File: config.mk
export PLATFORM = sky130hd
export DESIGN_NAME = login_sequencer
export DESIGN_NICKNAME = d
export VERILOG_FILES = /design/src/rtl/bits_please_pkg.sv /design/src/rtl/cycle_timer.sv /design/src/rtl/login_sequencer.sv
export SDC_FILE = /design/constraint.sdc
export NUM_CORES = 1
export LEC_CHECK = 0
export ABC_AREA = 1
export CORE_ASPECT_RATIO = 1.75
export CORE_MARGIN = 2
export CORE_UTILIZATION = 40
export DETAILED_ROUTE_END_ITERATION = 8
export GPL_TIMING_DRIVEN = 0
export PLACE_DENSITY = 0.66
export SLEW_MARGIN = 20
export SYNTH_ARGS = -nofsm -noshare
export SYNTH_HDL_FRONTEND = slang
export SYNTH_SLANG_ARGS = --single-unit
File: constraint.sdc
create_clock -name clk -period 3.42 [get_ports clk]
set_input_delay 0.684 -clock clk [delete_from_list [all_inputs] [get_ports clk]]
set_output_delay 0.684 -clock clk [all_outputs]
set_load 0.005 [all_outputs]
File: src/rtl/bits_please_pkg.sv
// Shared definitions for the login front-end: state encoding, load tags and
// default timing constants.
package bits_please_pkg;

  typedef enum logic [2:0] {
    IDLE    = 3'd0,
    WAIT_PW = 3'd1,
    CHECK   = 3'd2,
    GRANTED = 3'd3,
    LOCKOUT = 3'd4
  } login_state_t;

  localparam logic TAG_USERID   = 1'b0;
  localparam logic TAG_PASSWORD = 1'b1;

  localparam int DEF_MAX_ATTEMPTS   = 3;
  localparam int DEF_CHECK_LATENCY  = 2;
  localparam int DEF_LOCKOUT_CYCLES = 1000;

  function automatic int max_int(input int a, input int b);
    return (a > b) ? a : b;
  endfunction

endpackage

File: src/rtl/cycle_timer.sv
// Loadable down-counter with a zero flag; saturates at zero so an idle
// decrement request is harmless.
module cycle_timer #(
  parameter int WIDTH = 10
) (
  input  logic             clk,
  input  logic             rst,
  input  logic             load,
  input  logic [WIDTH-1:0] load_value,
  input  logic             dec,
  output logic             zero
);

  logic [WIDTH-1:0] count_reg;

  always_ff @(posedge clk or negedge rst) begin
    if (!rst) begin
      count_reg <= '0;
    end else if (load) begin
      count_reg <= load_value;
    end else if (dec && (count_reg != '0)) begin
      count_reg <= count_reg - WIDTH'(1);
    end
  end

  assign zero = (count_reg == '0);

endmodule

File: src/rtl/login_sequencer.sv
// Collects user ID and password from the switches, issues tagged loads to
// access control, samples the grant and enforces a timed lockout.
module login_sequencer
  import bits_please_pkg::*;
#(
  parameter int MAX_ATTEMPTS   = DEF_MAX_ATTEMPTS,
  parameter int CHECK_LATENCY  = DEF_CHECK_LATENCY,
  parameter int LOCKOUT_CYCLES = DEF_LOCKOUT_CYCLES
) (
  input  logic                              clk,
  input  logic                              rst,
  input  logic [15:0]                       sw_data,
  input  logic                              enter,
  input  logic                              logout,
  input  logic                              access_grant,
  output logic [15:0]                       data_out,
  output logic                              data_tag,
  output logic                              data_load,
  output logic                              logged_in,
  output logic                              locked,
  output logic [15:0]                       userid,
  output logic [$clog2(MAX_ATTEMPTS+1)-1:0] fail_count,
  output logic [2:0]                        state_code
);

  localparam int TIMER_W = $clog2(max_int(CHECK_LATENCY, LOCKOUT_CYCLES) + 1);
  localparam int FAIL_W  = $clog2(MAX_ATTEMPTS + 1);

  login_state_t       state_reg;
  logic [15:0]        id_reg;
  logic               timer_load;
  logic [TIMER_W-1:0] timer_load_value;
  logic               timer_dec;
  logic               timer_zero;
  logic               last_attempt;
  logic               pw_accept;
  logic               lockout_entry;

  assign last_attempt = (int'(fail_count) + 1 == MAX_ATTEMPTS);

  // A password enter right behind the ID load is dropped so data_load can
  // never be high on two consecutive cycles.
  assign pw_accept     = (state_reg == WAIT_PW) && enter && !logout && !data_load;
  assign lockout_entry = (state_reg == CHECK) && timer_zero && !access_grant && last_attempt;

  always_comb begin
    timer_load       = 1'b0;
    timer_load_value = '0;
    if (pw_accept) begin
      timer_load       = 1'b1;
      timer_load_value = TIMER_W'(CHECK_LATENCY);
    end else if (lockout_entry) begin
      timer_load       = 1'b1;
      timer_load_value = TIMER_W'(LOCKOUT_CYCLES);
    end
  end

  assign timer_dec = (state_reg == CHECK) || (state_reg == LOCKOUT);

  cycle_timer #(
    .WIDTH(TIMER_W)
  ) u_timer (
    .clk        (clk),
    .rst        (rst),
    .load       (timer_load),
    .load_value (timer_load_value),
    .dec        (timer_dec),
    .zero       (timer_zero)
  );

  always_ff @(posedge clk or negedge rst) begin
    if (!rst) begin
      state_reg  <= IDLE;
      id_reg     <= '0;
      data_out   <= '0;
      data_tag   <= TAG_USERID;
      data_load  <= 1'b0;
      logged_in  <= 1'b0;
      locked     <= 1'b0;
      userid     <= '0;
      fail_count <= '0;
    end else begin
      data_load <= 1'b0;
      case (state_reg)
        IDLE: begin
          if (enter && !logout) begin
            data_out  <= sw_data;
            data_tag  <= TAG_USERID;
            data_load <= 1'b1;
            id_reg    <= sw_data;
            state_reg <= WAIT_PW;
          end
        end
        WAIT_PW: begin
          if (logout) begin
            state_reg <= IDLE;
          end else if (pw_accept) begin
            data_out  <= sw_data;
            data_tag  <= TAG_PASSWORD;
            data_load <= 1'b1;
            state_reg <= CHECK;
          end
        end
        CHECK: begin
          if (timer_zero) begin
            if (access_grant) begin
              state_reg  <= GRANTED;
              logged_in  <= 1'b1;
              userid     <= id_reg;
              fail_count <= '0;
            end else if (last_attempt) begin
              state_reg  <= LOCKOUT;
              locked     <= 1'b1;
              fail_count <= FAIL_W'(MAX_ATTEMPTS);
            end else begin
              state_reg  <= IDLE;
              fail_count <= fail_count + FAIL_W'(1);
            end
          end
        end
        GRANTED: begin
          if (logout) begin
            state_reg <= IDLE;
            logged_in <= 1'b0;
            userid    <= '0;
          end
        end
        LOCKOUT: begin
          if (timer_zero) begin
            state_reg  <= IDLE;
            locked     <= 1'b0;
            fail_count <= '0;
          end
        end
        default: begin
          state_reg <= IDLE;
          logged_in <= 1'b0;
          locked    <= 1'b0;
        end
      endcase
    end
  end

  assign state_code = state_reg;

endmodule

==> results of run 1 <==
-- metrics by stage --
| stage | instances | setup WS (ns) | setup TNS (ns) | utilization |
|---|---|---|---|---|
| 2_1_floorplan | 363 | 1.90 | 0 | - |
| 3_3_place_gp | 512 | -0.572 | -38.05 | 0.505 |
| 3_5_place_dp | 513 | 1.22 | 0 | 0.508 |
| 4_1_cts | 527 | 1.37 | 0 | 0.545 |
| 5_1_grt | 527 | 1.32 | 0 | 0.545 |
| 6_report | 527 | 1.38 | 0 | 0.545 |
-- worst min-delay path by stage --
| stage | startpoint | to | slack [ns] | cells past startpoint |
|---|---|---|---|---|
| global placement | locked | locked | 0.45 | 2 |
| global route | rst | userid[15] | 0.33 | 1 |
| finish | rst | userid[15] | 0.31 | 1 |
| floorplan | rst | data_load | 0.39 | 0 |
| detailed placement | locked | locked | 0.46 | 2 |
| CTS | rst | data_load | 0.31 | 1 |
-- power by group through the flow --
stage | registers, mW | logic, mW | clock network (mW)
after floorplan | 0.807 | 0.00556 | 0
after global placement | 0.807 | 0.0474 | 0
after detailed placement | 0.807 | 0.0502 | 0
after CTS | 0.794 | 0.0502 | 0.897
after global routing | 0.793 | 0.0549 | 0.933
final | 0.794 | 0.0485 | 0.876
-- per-layer routing --
layer | part of all wire | up-vias | global-route usage
li1 | - | 1309 | -
met1 | 0.38 | 1240 | 0.196
met2 | 0.55 | 65 | 0.324
met3 | 0.038 | 15 | 0.0344
met4 | 0.026 | 0 | 0.0974
met5 | 0 | - | 0
-- cell type report --
cell class / count / area (µm²) / area share
sequential: 67 / 1680 / 0.409
multi-input combinational: 238 / 1150 / 0.281
timing repair buffer: 62 / 628 / 0.153
clock buffer: 11 / 243 / 0.0592
inverter: 46 / 173 / 0.0421
tap: 88 / 110 / 0.0269
buffer: 12 / 75.1 / 0.0183
clock inverter: 3 / 40.0 / 0.00977
-- kinds of logic after synthesis --
family	count (synthesis)
compound gates	57
xor+xnor	2
fa+ha+maj	3
buf+inv	58
flops	67
simple gates	176
-- cell usage after synthesis --
| master | count | share of area |
|---|---|---|
| inv_1 | 39 | 0.048 |
| inv_2 | 7 | 0.0085 |
| nand4_1 | 2 | 0.0041 |
| buf_4 | 2 | 0.0049 |
| a21boi_0 | 1 | 0.0024 |
| ha_1 | 3 | 0.012 |
| buf_2 | 6 | 0.0098 |
| o21ai_0 | 18 | 0.029 |
| o211ai_1 | 1 | 0.0024 |
| o21ai_1 | 15 | 0.024 |
| nor2_4 | 2 | 0.0073 |
| nand2_1 | 78 | 0.095 |
| nor3_2 | 1 | 0.0033 |
| a21oi_1 | 20 | 0.033 |
| xor2_1 | 2 | 0.0057 |
| nor2_2 | 5 | 0.010 |
| dfrtp_1 | 67 | 0.54 |
| nor3_1 | 1 | 0.0016 |
| or2_2 | 1 | 0.0020 |
| nand2_4 | 2 | 0.0073 |
| buf_6 | 2 | 0.0073 |
| clkbuf_1 | 2 | 0.0024 |
| nand2_2 | 4 | 0.0081 |
| o31ai_1 | 2 | 0.0049 |
| nand3_1 | 44 | 0.072 |
| nor2_1 | 33 | 0.040 |
| nand3_2 | 3 | 0.0098 |
==> impl_metrics.ini, run 1 <==
[cts]
ctsResizeCount = 0
cts_root_buf = clkbuf_16
cts_tree = done
cts.clk_slew.worst_paths_ns = 0.05
clk_path_buf_depth = 2
cts.sinks = 67
ctsHtreeMaxLevel = 3
postCtsSetupRepairBufs = 0
cts_buffers = 9
ctsHoldBuffers = 0
clock_latency_ns = 0.32

[critical_path]
crit_path_end = state_code[1]
crit_family = buffers and inverters
cp.depth = 1
reg2reg_from = u_timer.count_reg[0]
worstPathMaxFanout = 5
cp-end-kind = primary output
crit_chain = clkdlybuf4s50_1
r2r-end = userid[10]
cp_slowest_cell = clkdlybuf4s50_1
start_kind = flip-flop
crit_required_ns = 2.74
crit_start = state_code[1]
max_stage_delay_ns = 0.55
crit_arrival_ns = 1.35
path_class = reg -> out
ff2ff_path_depth = 8
cp_num_buf_inv = 1
r2r_slack_ns = 1.76

[global_route]
grt_pass1_vias = 2605
grt_usage = 0.181
overflow = 0
grt_first_pass_wirelength_um = 11900
grt_max_degree = 35
antenna_found_initial = 0

[detailed_routing]
via_per_inst = 4.99
wirelength_um = 7040
ant_nets = 0
drc = 0
dr.pass1.iters = 4
drtIter0Drc = 125
num_vias = 2629
wl_per_cell_um = 13.4

[synthesis]
ys_seq_elements = 67
mappedNetlistArea_um2 = 3080
syn_nets = 387
ys_types = 27
muxShareOfSynthArea = 0
synth-simple-area-share = 0.261
yosys.area_share.adder = 0.0122
synth_xor_area_frac = 0.00569
synth_top_family_by_area = simple AND/OR/NAND/NOR gates
synth-compound-area-share = 0.0960
syn_inst = 363
yosysSeqAreaShare = 0.545
ys_warn_count = 0
avgSynthCellArea_um2 = 8.48

[sta]
final-hold-violation-count = 0
clock-skew-final_ns = 0.00511
slew_headroom = 0.711
layout_min_cycle_time_ns = 2.04
tightest_slew_ns = 0.433
fmax_mhz = 491
hold_slack_ns = 0.306
slew_viol_final = 0
setup_violations = 0
rsz0062_at_grt = no
post-route-period-util = 0.595

[pwr]
switching_share = 0.191
power_density_nw_per_um2 = 419
pwr-share-comb = 0.028
power_mw = 1.72
power_frac_clock = 0.510
p_leak_nw = 2.06
p_sw_uw = 329
vdd_drop_max_uv = 237
internal_power_mw = 1.39
seqPwrFrac = 0.462

[final_layout]
fin_area_um2 = 4100
layout_common_cells = nand2_1, dfrtp_1, clkdlybuf4s50_1, nand3_1, inv_1
diodes = 0
final_common_cell = nand2_1
drive_gt1_frac = 0.114
n_fill_cell = 723
num-nets-final = 460
area_growth_pct = 33.2

[die]
die_y_um = 120
fp-row-count = 42
die_w_um = 70.3
io_pins = 62
initial_core_util = 0.409
dieArea_um2 = 8440
core-area_um2 = 7510

[placement]
place_congestion = 0.791
port_buffers = 61
post_dp_cell_area_um2 = 3810
hpwl_um = 5380

[run_status]
outcome = complete, no violations

[flow_run]
drv_cap = 0

[hold_path]
hold_class = in -> async
Note: power is estimated with default switching activity, not from simulation.
==> run 2, diff against run 1 <==
Clock period 3.42 ns to 2 ns, I/O delays scaled along.
==> results of run 2 <==
The final DEF is identical to that of run 1. Status: complete, no violations.
Among the figures that moved: setup slack after placement 1.22 ns -> 0.0822 ns; setup slack after layout 1.38 ns -> 0.249 ns; hold slack 0.306 ns -> 0.0218 ns; register-to-register setup slack 1.76 ns -> 0.34 ns; total power 1.72 mW -> 2.94 mW; worst IR drop on VDD 237 µV -> 406 µV
